===== src/rtl/rv32_wb_pkg.sv =====
// Shared types for the register-file writeback arbiter: pending-entry layout,
// slot-select encoding and the forwarding match helper.
package rv32_wb_pkg;

    localparam int XLEN   = 32;
    localparam int REG_AW = 5;

    typedef struct packed {
        logic              valid;
        logic              killed;
        logic [REG_AW-1:0] waddr;
        logic [XLEN-1:0]   wdata;
    } wb_entry_t;

    typedef enum logic [1:0] {
        SEL_NONE   = 2'd0,
        SEL_EXU    = 2'd1,
        SEL_BUF    = 2'd2,
        SEL_BYPASS = 2'd3
    } wb_sel_e;

    // An entry forwards only while live and never for x0.
    function automatic logic fwd_match(input wb_entry_t e, input logic [REG_AW-1:0] addr);
        return e.valid && !e.killed && (e.waddr == addr) && (addr != {REG_AW{1'b0}});
    endfunction

endpackage


===== src/rtl/wb_pending_buf.sv =====
// Circular FIFO of deferred LSU load returns with kill-by-address and two
// newest-match forwarding lookups.
module wb_pending_buf
    import rv32_wb_pkg::*;
#(
    parameter int DEPTH = 4
) (
    input  logic                clk_i,
    input  logic                rst_n,
    input  logic                push,
    input  logic                push_killed,
    input  logic [REG_AW-1:0]   push_waddr,
    input  logic [XLEN-1:0]     push_wdata,
    input  logic                pop,
    input  logic                kill_en,
    input  logic [REG_AW-1:0]   kill_addr,
    input  logic [REG_AW-1:0]   raddr1,
    input  logic [REG_AW-1:0]   raddr2,
    output logic                hit1,
    output logic                hit2,
    output logic [XLEN-1:0]     data1,
    output logic [XLEN-1:0]     data2,
    output wb_entry_t           head,
    output logic                full,
    output logic                empty
);

    localparam int PW = $clog2(DEPTH);

    wb_entry_t       mem_r [DEPTH];
    logic [PW:0]     wr_ptr_r;
    logic [PW:0]     rd_ptr_r;
    logic [PW-1:0]   wr_idx_s;
    logic [PW-1:0]   rd_idx_s;

    assign wr_idx_s = wr_ptr_r[PW-1:0];
    assign rd_idx_s = rd_ptr_r[PW-1:0];
    assign full     = (wr_ptr_r[PW] != rd_ptr_r[PW]) && (wr_idx_s == rd_idx_s);
    assign empty    = (wr_ptr_r == rd_ptr_r);
    assign head     = mem_r[rd_idx_s];

    // Storage and pointers: kill sweep first, then pop, then push into a distinct slot.
    always_ff @(posedge clk_i or negedge rst_n) begin
        if (!rst_n) begin
            for (int i = 0; i < DEPTH; i++) begin
                mem_r[i] <= '0;
            end
            wr_ptr_r <= '0;
            rd_ptr_r <= '0;
        end else begin
            for (int i = 0; i < DEPTH; i++) begin
                if (kill_en && mem_r[i].valid && (mem_r[i].waddr == kill_addr)) begin
                    mem_r[i].killed <= 1'b1;
                end
            end
            if (pop) begin
                mem_r[rd_idx_s].valid <= 1'b0;
                rd_ptr_r              <= rd_ptr_r + (PW+1)'(1);
            end
            if (push) begin
                mem_r[wr_idx_s].valid  <= 1'b1;
                mem_r[wr_idx_s].killed <= push_killed;
                mem_r[wr_idx_s].waddr  <= push_waddr;
                mem_r[wr_idx_s].wdata  <= push_wdata;
                wr_ptr_r               <= wr_ptr_r + (PW+1)'(1);
            end
        end
    end

    // Forwarding lookup: walk oldest to newest so the newest live match wins.
    always_comb begin
        logic [PW-1:0] idx_s;
        logic          m1_s;
        logic          m2_s;
        hit1  = 1'b0;
        hit2  = 1'b0;
        data1 = {XLEN{1'b0}};
        data2 = {XLEN{1'b0}};
        idx_s = rd_idx_s;
        m1_s  = 1'b0;
        m2_s  = 1'b0;
        for (int k = 0; k < DEPTH; k++) begin
            idx_s = rd_idx_s + PW'(k);
            m1_s  = fwd_match(mem_r[idx_s], raddr1);
            m2_s  = fwd_match(mem_r[idx_s], raddr2);
            hit1  = hit1 | m1_s;
            hit2  = hit2 | m2_s;
            data1 = m1_s ? mem_r[idx_s].wdata : data1;
            data2 = m2_s ? mem_r[idx_s].wdata : data2;
        end
    end

endmodule


===== src/rtl/rv32_wb_arbiter.sv =====
// Register-file write-port arbiter: EXU always wins, LSU returns are bypassed
// or deferred into a pending buffer that is drained with starvation protection.
module rv32_wb_arbiter #(
    parameter int XLEN      = 32,
    parameter int DEPTH     = 4,
    parameter int MAX_DEFER = 8
) (
    input  logic                              clk_i,
    input  logic                              rst_n,
    input  logic                              exu_wen_i,
    input  logic [rv32_wb_pkg::REG_AW-1:0]    exu_waddr_i,
    input  logic [XLEN-1:0]                   exu_wdata_i,
    output logic                              exu_stall_o,
    input  logic                              lsu_valid_i,
    output logic                              lsu_ready_o,
    input  logic [rv32_wb_pkg::REG_AW-1:0]    lsu_waddr_i,
    input  logic [XLEN-1:0]                   lsu_wdata_i,
    input  logic [rv32_wb_pkg::REG_AW-1:0]    fwd_raddr1_i,
    input  logic [rv32_wb_pkg::REG_AW-1:0]    fwd_raddr2_i,
    output logic                              fwd_hit1_o,
    output logic                              fwd_hit2_o,
    output logic [XLEN-1:0]                   fwd_data1_o,
    output logic [XLEN-1:0]                   fwd_data2_o,
    output logic                              reg_wen_o,
    output logic [rv32_wb_pkg::REG_AW-1:0]    reg_waddr_o,
    output logic [XLEN-1:0]                   reg_wdata_o
);

    import rv32_wb_pkg::*;

    localparam int DW = $clog2(MAX_DEFER + 1);

    wb_entry_t          head_s;
    wb_sel_e            sel_s;
    logic               full_s;
    logic               empty_s;
    logic               lsu_acc_s;
    logic               lsu_keep_s;
    logic               push_s;
    logic               pop_s;
    logic               kill_en_s;
    logic               push_killed_s;
    logic               stall_r;
    logic [DW-1:0]      defer_r;
    logic [DW-1:0]      defer_nxt_s;
    logic               wen_nxt_s;
    logic [REG_AW-1:0]  waddr_nxt_s;
    logic [XLEN-1:0]    wdata_nxt_s;
    logic               reg_wen_r;
    logic [REG_AW-1:0]  reg_waddr_r;
    logic [XLEN-1:0]    reg_wdata_r;

    // Beats to x0 are accepted but never occupy the buffer or the write slot.
    assign lsu_ready_o   = !full_s;
    assign lsu_acc_s     = lsu_valid_i && !full_s;
    assign lsu_keep_s    = lsu_acc_s && (lsu_waddr_i != {REG_AW{1'b0}});
    assign pop_s         = (sel_s == SEL_BUF) && !empty_s;
    assign push_s        = lsu_keep_s && ((sel_s == SEL_EXU) || (sel_s == SEL_BUF));
    assign kill_en_s     = (sel_s == SEL_EXU) && (exu_waddr_i != {REG_AW{1'b0}});
    assign push_killed_s = kill_en_s && (lsu_waddr_i == exu_waddr_i);

    // Slot priority; a pending drain slot pre-empts EXU.
    always_comb begin
        sel_s = SEL_NONE;
        if (stall_r) begin
            sel_s = SEL_BUF;
        end else if (exu_wen_i) begin
            sel_s = SEL_EXU;
        end else if (!empty_s) begin
            sel_s = SEL_BUF;
        end else if (lsu_keep_s) begin
            sel_s = SEL_BYPASS;
        end else begin
            sel_s = SEL_NONE;
        end
    end

    // Write-slot contents for the selected source.
    always_comb begin
        wen_nxt_s   = 1'b0;
        waddr_nxt_s = {REG_AW{1'b0}};
        wdata_nxt_s = {XLEN{1'b0}};
        case (sel_s)
            SEL_EXU: begin
                wen_nxt_s   = (exu_waddr_i != {REG_AW{1'b0}});
                waddr_nxt_s = exu_waddr_i;
                wdata_nxt_s = exu_wdata_i;
            end
            SEL_BUF: begin
                wen_nxt_s   = head_s.valid && !head_s.killed && (head_s.waddr != {REG_AW{1'b0}});
                waddr_nxt_s = head_s.waddr;
                wdata_nxt_s = head_s.wdata;
            end
            SEL_BYPASS: begin
                wen_nxt_s   = 1'b1;
                waddr_nxt_s = lsu_waddr_i;
                wdata_nxt_s = lsu_wdata_i;
            end
            default: begin
                wen_nxt_s   = 1'b0;
                waddr_nxt_s = {REG_AW{1'b0}};
                wdata_nxt_s = {XLEN{1'b0}};
            end
        endcase
    end

    // Defer counter: counts head losses to EXU, cleared by any pop or an empty buffer.
    always_comb begin
        defer_nxt_s = defer_r;
        if (empty_s || pop_s) begin
            defer_nxt_s = {DW{1'b0}};
        end else if (sel_s == SEL_EXU) begin
            defer_nxt_s = defer_r + DW'(1);
        end else begin
            defer_nxt_s = defer_r;
        end
    end

    // State and output registers; address/data are zeroed on idle slots.
    always_ff @(posedge clk_i or negedge rst_n) begin
        if (!rst_n) begin
            defer_r     <= {DW{1'b0}};
            stall_r     <= 1'b0;
            reg_wen_r   <= 1'b0;
            reg_waddr_r <= {REG_AW{1'b0}};
            reg_wdata_r <= {XLEN{1'b0}};
        end else begin
            defer_r     <= defer_nxt_s;
            stall_r     <= (defer_nxt_s == DW'(MAX_DEFER));
            reg_wen_r   <= wen_nxt_s;
            reg_waddr_r <= wen_nxt_s ? waddr_nxt_s : {REG_AW{1'b0}};
            reg_wdata_r <= wen_nxt_s ? wdata_nxt_s : {XLEN{1'b0}};
        end
    end

    assign exu_stall_o = stall_r;
    assign reg_wen_o   = reg_wen_r;
    assign reg_waddr_o = reg_waddr_r;
    assign reg_wdata_o = reg_wdata_r;

    wb_pending_buf #(
        .DEPTH (DEPTH)
    ) u_buf (
        .clk_i       (clk_i),
        .rst_n       (rst_n),
        .push        (push_s),
        .push_killed (push_killed_s),
        .push_waddr  (lsu_waddr_i),
        .push_wdata  (lsu_wdata_i),
        .pop         (pop_s),
        .kill_en     (kill_en_s),
        .kill_addr   (exu_waddr_i),
        .raddr1      (fwd_raddr1_i),
        .raddr2      (fwd_raddr2_i),
        .hit1        (fwd_hit1_o),
        .hit2        (fwd_hit2_o),
        .data1       (fwd_data1_o),
        .data2       (fwd_data2_o),
        .head        (head_s),
        .full        (full_s),
        .empty       (empty_s)
    );

endmodule


===== config.mk =====
export PLATFORM = sky130hd
export DESIGN_NAME = rv32_wb_arbiter
export DESIGN_NICKNAME = d
export VERILOG_FILES = /design/src/rtl/rv32_wb_pkg.sv /design/src/rtl/wb_pending_buf.sv /design/src/rtl/rv32_wb_arbiter.sv
export SDC_FILE = /design/constraint.sdc
export NUM_CORES = 1
export LEC_CHECK = 0
export CORE_MARGIN = 10
export CORE_UTILIZATION = 52
export CTS_CLUSTER_DIAMETER = 50
export CTS_CLUSTER_SIZE = 24
export DETAILED_ROUTE_END_ITERATION = 16
export PLACE_DENSITY = 0.79
export REMOVE_ABC_BUFFERS = 1
export SLEW_MARGIN = 40
export SYNTH_ARGS = -nofsm -noshare
export SYNTH_HDL_FRONTEND = slang
export SYNTH_SLANG_ARGS = --single-unit

===== constraint.sdc =====
create_clock -name clk_i -period 4 [get_ports clk_i]
set_input_delay 0.8 -clock clk_i [delete_from_list [all_inputs] [get_ports clk_i]]
set_output_delay 0.8 -clock clk_i [all_outputs]
set_load 0.02 [all_outputs]

After elaboration in Yosys (flattened, before gate mapping)
Cells that the tools add are included.
{"block": "totals", "output_inout_bits": 106, "word_cells": 170, "latch_bits": 0, "rom_bits": 0, "input_bits": 88, "mem_bits_rw": 0, "ff_bits": 205, "mem_count": 0}
{"block": "op_classes", "n_shift": 0, "bitwise_logic": 11, "n_eq_ne": 20, "n_mux": 52, "reduce_logical": 51, "order_cmp": 7, "n_mul": 0, "addsub": 6, "div_mod_pow": 0}
{"cell": "$bwmux 156", "n": 5}
{"cell": "$demux 39 s2", "n": 5}
{"cell": "$mux 39", "n": 10}
{"cell": "$mux 32", "n": 10}
{"cell": "$bmux 39 s2", "n": 4}
{"cell": "$mux 156", "n": 2}
{"cell": "$pmux 32 s3", "n": 1}
{"cell": "$eq 5x5->1", "n": 13}
{"cell": "$logic_and 1x1->1", "n": 38}
{"cell": "$mux 38", "n": 1}
{"cell": "$mux 37", "n": 1}
{"cell": "$reduce_bool 5->1", "n": 5}
{"cell": "$ge 3x3->1 const B", "n": 5}
{"cell": "$not 2->3", "n": 5}
{"cell": "$pmux 5 s3", "n": 1}
{"cell": "$mux 2", "n": 4}
{"cell": "$mux 4", "n": 2}
{"cell": "$add 3x1->3 const B", "n": 2}
{"cell": "$logic_not 1->1", "n": 6}
{"cell": "$lt 3x1->1 const B", "n": 2}
{"cell": "$or 1x1->1", "n": 6}
{"cell": "$mux 5", "n": 1}
{"cell": "$add 2x2->2 const B", "n": 2}
{"cell": "$add 4x1->4 const B", "n": 1}
{"cell": "other kinds (10)", "n": 15}

Logic depth before layout (Yosys ltp)
{"block": "depth", "depth_word": 21, "ltp_mapped": 14, "mapped_depth_nobuf": 8}

Hierarchy
Synthesis repeated with hierarchy kept, for this count alone.
{"block": "hier_totals", "hier_cells": 1212, "hier_area_um2": 15095.7}
{"module": "wb_pending_buf", "cells_each": 1022, "seq_area_each_um2": 4053.9, "area_each_um2": 12861.1, "n_inst": 1}
{"module": "rv32_wb_arbiter", "cells_each": 190, "seq_area_each_um2": 1076.0, "area_each_um2": 2234.6, "n_inst": 1}

Worst setup path after synthesis
No wires, ideal clock.
{"block": "synth_path", "kind": "register -> output", "startpoint": "reg u_buf.rd_ptr_r[0]", "endpoint": "out fwd_data2_o[19]", "n_path_buf": 5, "required_ns": 3.200, "arrival_time_ns": 3.358, "slack_ns": -0.158, "path_stages_with_launch": 14, "path_cell_list": "dfrtp_1 buf_6 buf_12 clkinv_1 ha_1 buf_2 mux4_2 xnor2_1 nand4_1 or2_2 clkbuf_1 buf_2 mux2i_1 o211ai_1"}
{"block": "synth_via", "elab_chain_len": 12, "word_cells_on_any_way": 43, "classes_between": "add/sub: 3; eq/ne: 4; mux: 16; bitwise: 4; reduce/logical: 16"}
{"element": "from (decl)", "line_no": "wb_pending_buf.sv:32", "text": "logic [PW:0] rd_ptr_r;"}
{"element": "from (signal assigned)", "line_no": "wb_pending_buf.sv:58", "text": "rd_ptr_r <= rd_ptr_r + (PW+1)'(1);"}
{"element": "parallel branches: the longest is 11 deep, another holds $add 2x1->2"}
{"element": "$mux 32 (*)", "line_no": "wb_pending_buf.sv:89", "text": "data2 = m2_s ? mem_r[idx_s].wdata : data2;"}
{"element": "to (decl)", "line_no": "rv32_wb_arbiter.sv:23", "text": "output logic [XLEN-1:0] fwd_data2_o,"}
Mark *: on every way between the ends. The select of a mux whose other input is x is not followed.

Worst setup path after layout
{"block": "layout_path", "startpoint": "reg u_buf.rd_ptr_r[0]", "endpoint": "out fwd_data1_o[1]"}
{"block": "layout_via", "elab_chain_len": 12, "word_cells_on_any_way": 43, "classes_between": "add/sub: 3; eq/ne: 4; mux: 16; bitwise: 4; reduce/logical: 16"}
{"element": "parallel branches: the longest is 11 deep, another holds $add 2x1->2"}
{"element": "$mux 32 (*)", "line_no": "wb_pending_buf.sv:88", "text": "data1 = m1_s ? mem_r[idx_s].wdata : data1;"}
{"element": "to (decl)", "line_no": "rv32_wb_arbiter.sv:22", "text": "output logic [XLEN-1:0] fwd_data1_o,"}
Marked as above.

==> flow_metrics.tcl <==
set metrics [dict create \
    placementRows 62 \
    drtIter0Drc 1913 \
    yosysWarnings 0 \
    tightest_slew_ns 0.689 \
    synthAdderAreaFrac_pct 0.747 \
    dpl_cell_area_sq_mm 0.0184 \
    failed_checks "setup timing" \
    clock_path_buffers 3 \
    peakVddDrop_v 0.000731 \
    max_slew_margin_pct 54.0 \
    async_flop_share_pct 100 \
    clock_latency_ns 0.55 \
    setup_slack_ns -0.400 \
    clockRootBuffer "clkbuf_16" \
    p_int_mw 11.4 \
    final_cell_mix "dfrtp_1, buf_4, mux4_2" \
    die_h_um 190 \
    io_buffers 193 \
    grt_pass1_vias 13700 \
    final_area_sq_mm 0.0202 \
    final_nets 1652 \
    htreeDepth 1 \
    syn_area_sq_mm 0.0151 \
    p_leak_nw 7.82 \
    dp_hpwl_um 34200 \
    synthMuxAreaShare_pct 34.5 \
    cts_tree "yes" \
    skew_ns 0.0147 \
    synth_top_family_by_area "multiplexers" \
    synth_enable_flop_cells 0 \
    syn_area_per_cell_sq_um 11.5 \
    ys_seq_area_share_pct 34.0 \
    num_io_pins 194 \
    slew_viol_final 0 \
    rsz0062_at_grt "true" \
    cp-start-kind "flop" \
    layout.cells.most_common "dfrtp_1" \
    power_frac_clock_pct 13.4 \
    period_minus_slack_ns 4.40 \
    grt_max_degree 96 \
    detail-route-antenna-nets 0 \
    vias_per_cell 6.89 \
    status "finished with violations" \
    clock-sinks 205 \
    dieArea_sq_mm 0.0362 \
    required_ns 3.20 \
    grt_use_total_pct 26.6 \
    worstPathArrival_ns 3.60 \
    post-route-util_pct 70.6 \
    globalplace.congestion 0.971 \
    path_max_fanout 17 \
    power.density_mw_per_mm2 1010 \
    clk_pin_slew_ns 0.06 \
    cap_violations 0 \
    dp_slack_ns -0.444 \
    hold_buffers 0 \
    critPathKind "reg -> out" \
    fmax_mhz 227 \
    hp-class "in -> async" \
    synth_seq_cells 205 \
    hold_viol 0 \
    drt_wl_total_um 50500 \
    antenna_found_initial 1 \
    p_seq_share_pct 20.9 \
    grt_overflow 0 \
    dr.pass1.iters 6 \
    grt_pass1_wl_um 77400 \
    swShare_pct 43.9 \
    die_w_um 190 \
    drive_gt1_share_pct 44.7 \
    drc 0 \
    setup_violations 66 \
    start_util_pct 52.7 \
    numCtsBuffers 28 \
    yosys.area_share.simple_pct 10.1 \
    core_sq_mm 0.0286 \
    hold-worst-slack_ns 0.0882 \
    p_sw_mw 8.95 \
    end_kind "primary output" \
    synth_compound_area_share_pct 10.8 \
    netlist_instances 1311 \
    timing.final.crit_share_pct 110 \
    ys.flop_type "dfrtp_1" \
    syn2layout_area_growth_pct 33.9 \
    synth_xor_area_share_pct 4.36 \
    ys_types 51 \
    p_total_mw 20.4 \
    p_comb_share_pct 65.7 \
    wire_per_inst_um 25.7 \
    vias 13500 \
]
## path summary, 6_finish.rpt
| check | start | end | slack (ns) | cells past startpoint |
|---|---|---|---|---|
| setup / recovery | u_buf.rd_ptr_r[0] | fwd_data1_o[1] | -0.40 | 12 |
| setup reg to reg | u_buf.rd_ptr_r[1] | u_buf.mem_r[11] | 0.56 | 9 |
| hold / removal | rst_n | u_buf.mem_r[9] | 0.09 | 1 |
| max in group asynchronous | rst_n | u_buf.mem_r[29] | 2.88 | 3 |
| min in group clk_i | defer_r[0] | defer_r[0] | 0.49 | 1 |
| hold reg to reg | defer_r[0] | defer_r[0] | 0.49 | 1 |
## per-layer routing
metal  vias to the layer above  track usage (%)  share of wire [%]
met5                         -                0                  0
met1                      6690             34.3                 38
met2                      1034             43.2                 48
met4                         0             10.1                4.1
li1                       5565                -                  -
met3                       223             5.60                 10
## synthesized netlist by cell type, types with 25 or more instances
cell type	count	area share (%)
a21oi_1	37	1.2
a22oi_1	37	1.8
a31oi_1	28	1.2
buf_2	61	2.0
clkbuf_1	63	1.6
dfrtp_1	205	34
inv_1	35	0.87
mux2_2	143	11
mux4_2	151	23
nand2_1	114	2.8
nand3_1	40	1.3
nand4_1	38	1.6
nor3_1	62	2.1
o211ai_2	25	2.1
o21ai_0	38	1.3
o221ai_1	27	1.6
xnor2_1	65	3.8
## registers in the layout, indices dropped and copies added, names as in the netlist
name and cells:
defer_r 4, exu_stall_o 1, reg_waddr_o 5, reg_wdata_o 32
reg_wen_o 1, u_buf.mem_r 156, u_buf.rd_ptr_r 3, u_buf.wr_ptr_r 3
## worst max-delay path, cell delays in order, from the launching register on
cell and delay, ns:
dfrtp_4 0.46, clkinv_4 0.07, ha_4 0.34, mux4_2 0.57
buf_6 0.15, xnor2_2 0.13, nand4_1 0.14, buf_6 0.16
buf_6 0.18, nor3_1 0.30, a31oi_1 0.08, o221ai_1 0.23
buf_2 0.22
## repair_timing
action | CTS | global route
gates cloned | 2 | 0
setup endpoints to repair | 67 | 66
buffers inserted | 7 | 9
pin swaps | 20 | 23
resized for setup | 356 | 144
endpoints found under the hold margin | 0 | 0
## logic make-up (layout without fill, tap and decap cells)
logic type,after synthesis,after routing
compound gates,222,222
xor+xnor,75,75
flops,205,205
mux,313,313
simple gates,310,310
buf+inv,177,443
other cells,0,1
fa+ha+maj,9,9
## area by class of cell
type / instances / area, sq um
antenna: 1 / 2.50
clock buffer: 31 / 733
clock inverter: 21 / 309
fill: 1931 / 8430
inverter: 36 / 140
multi-input combinational: 929 / 9900
sequential: 205 / 5140
tap: 384 / 480
timing repair buffer: 355 / 3500
## power groups by stage
stage,sequential (mW),combinational (mW),clock [mW]
finish,4.25,13.4,2.73
global route,4.39,14.1,2.86
CTS,4.19,12.6,2.77
detailed placement,4.21,12.3,0
global placement,4.07,12.0,0
floorplan,4.45,7.34,0
## metrics by stage
step           TNS (ns)  cells
3_3_place_gp     -17.82   1895
3_5_place_dp     -20.75   1895
2_1_floorplan  -1401.80   1170
6_report         -19.09   1962
4_1_cts          -18.07   1956
5_1_grt          -25.21   1962
(Power assumes the default switching activity.)
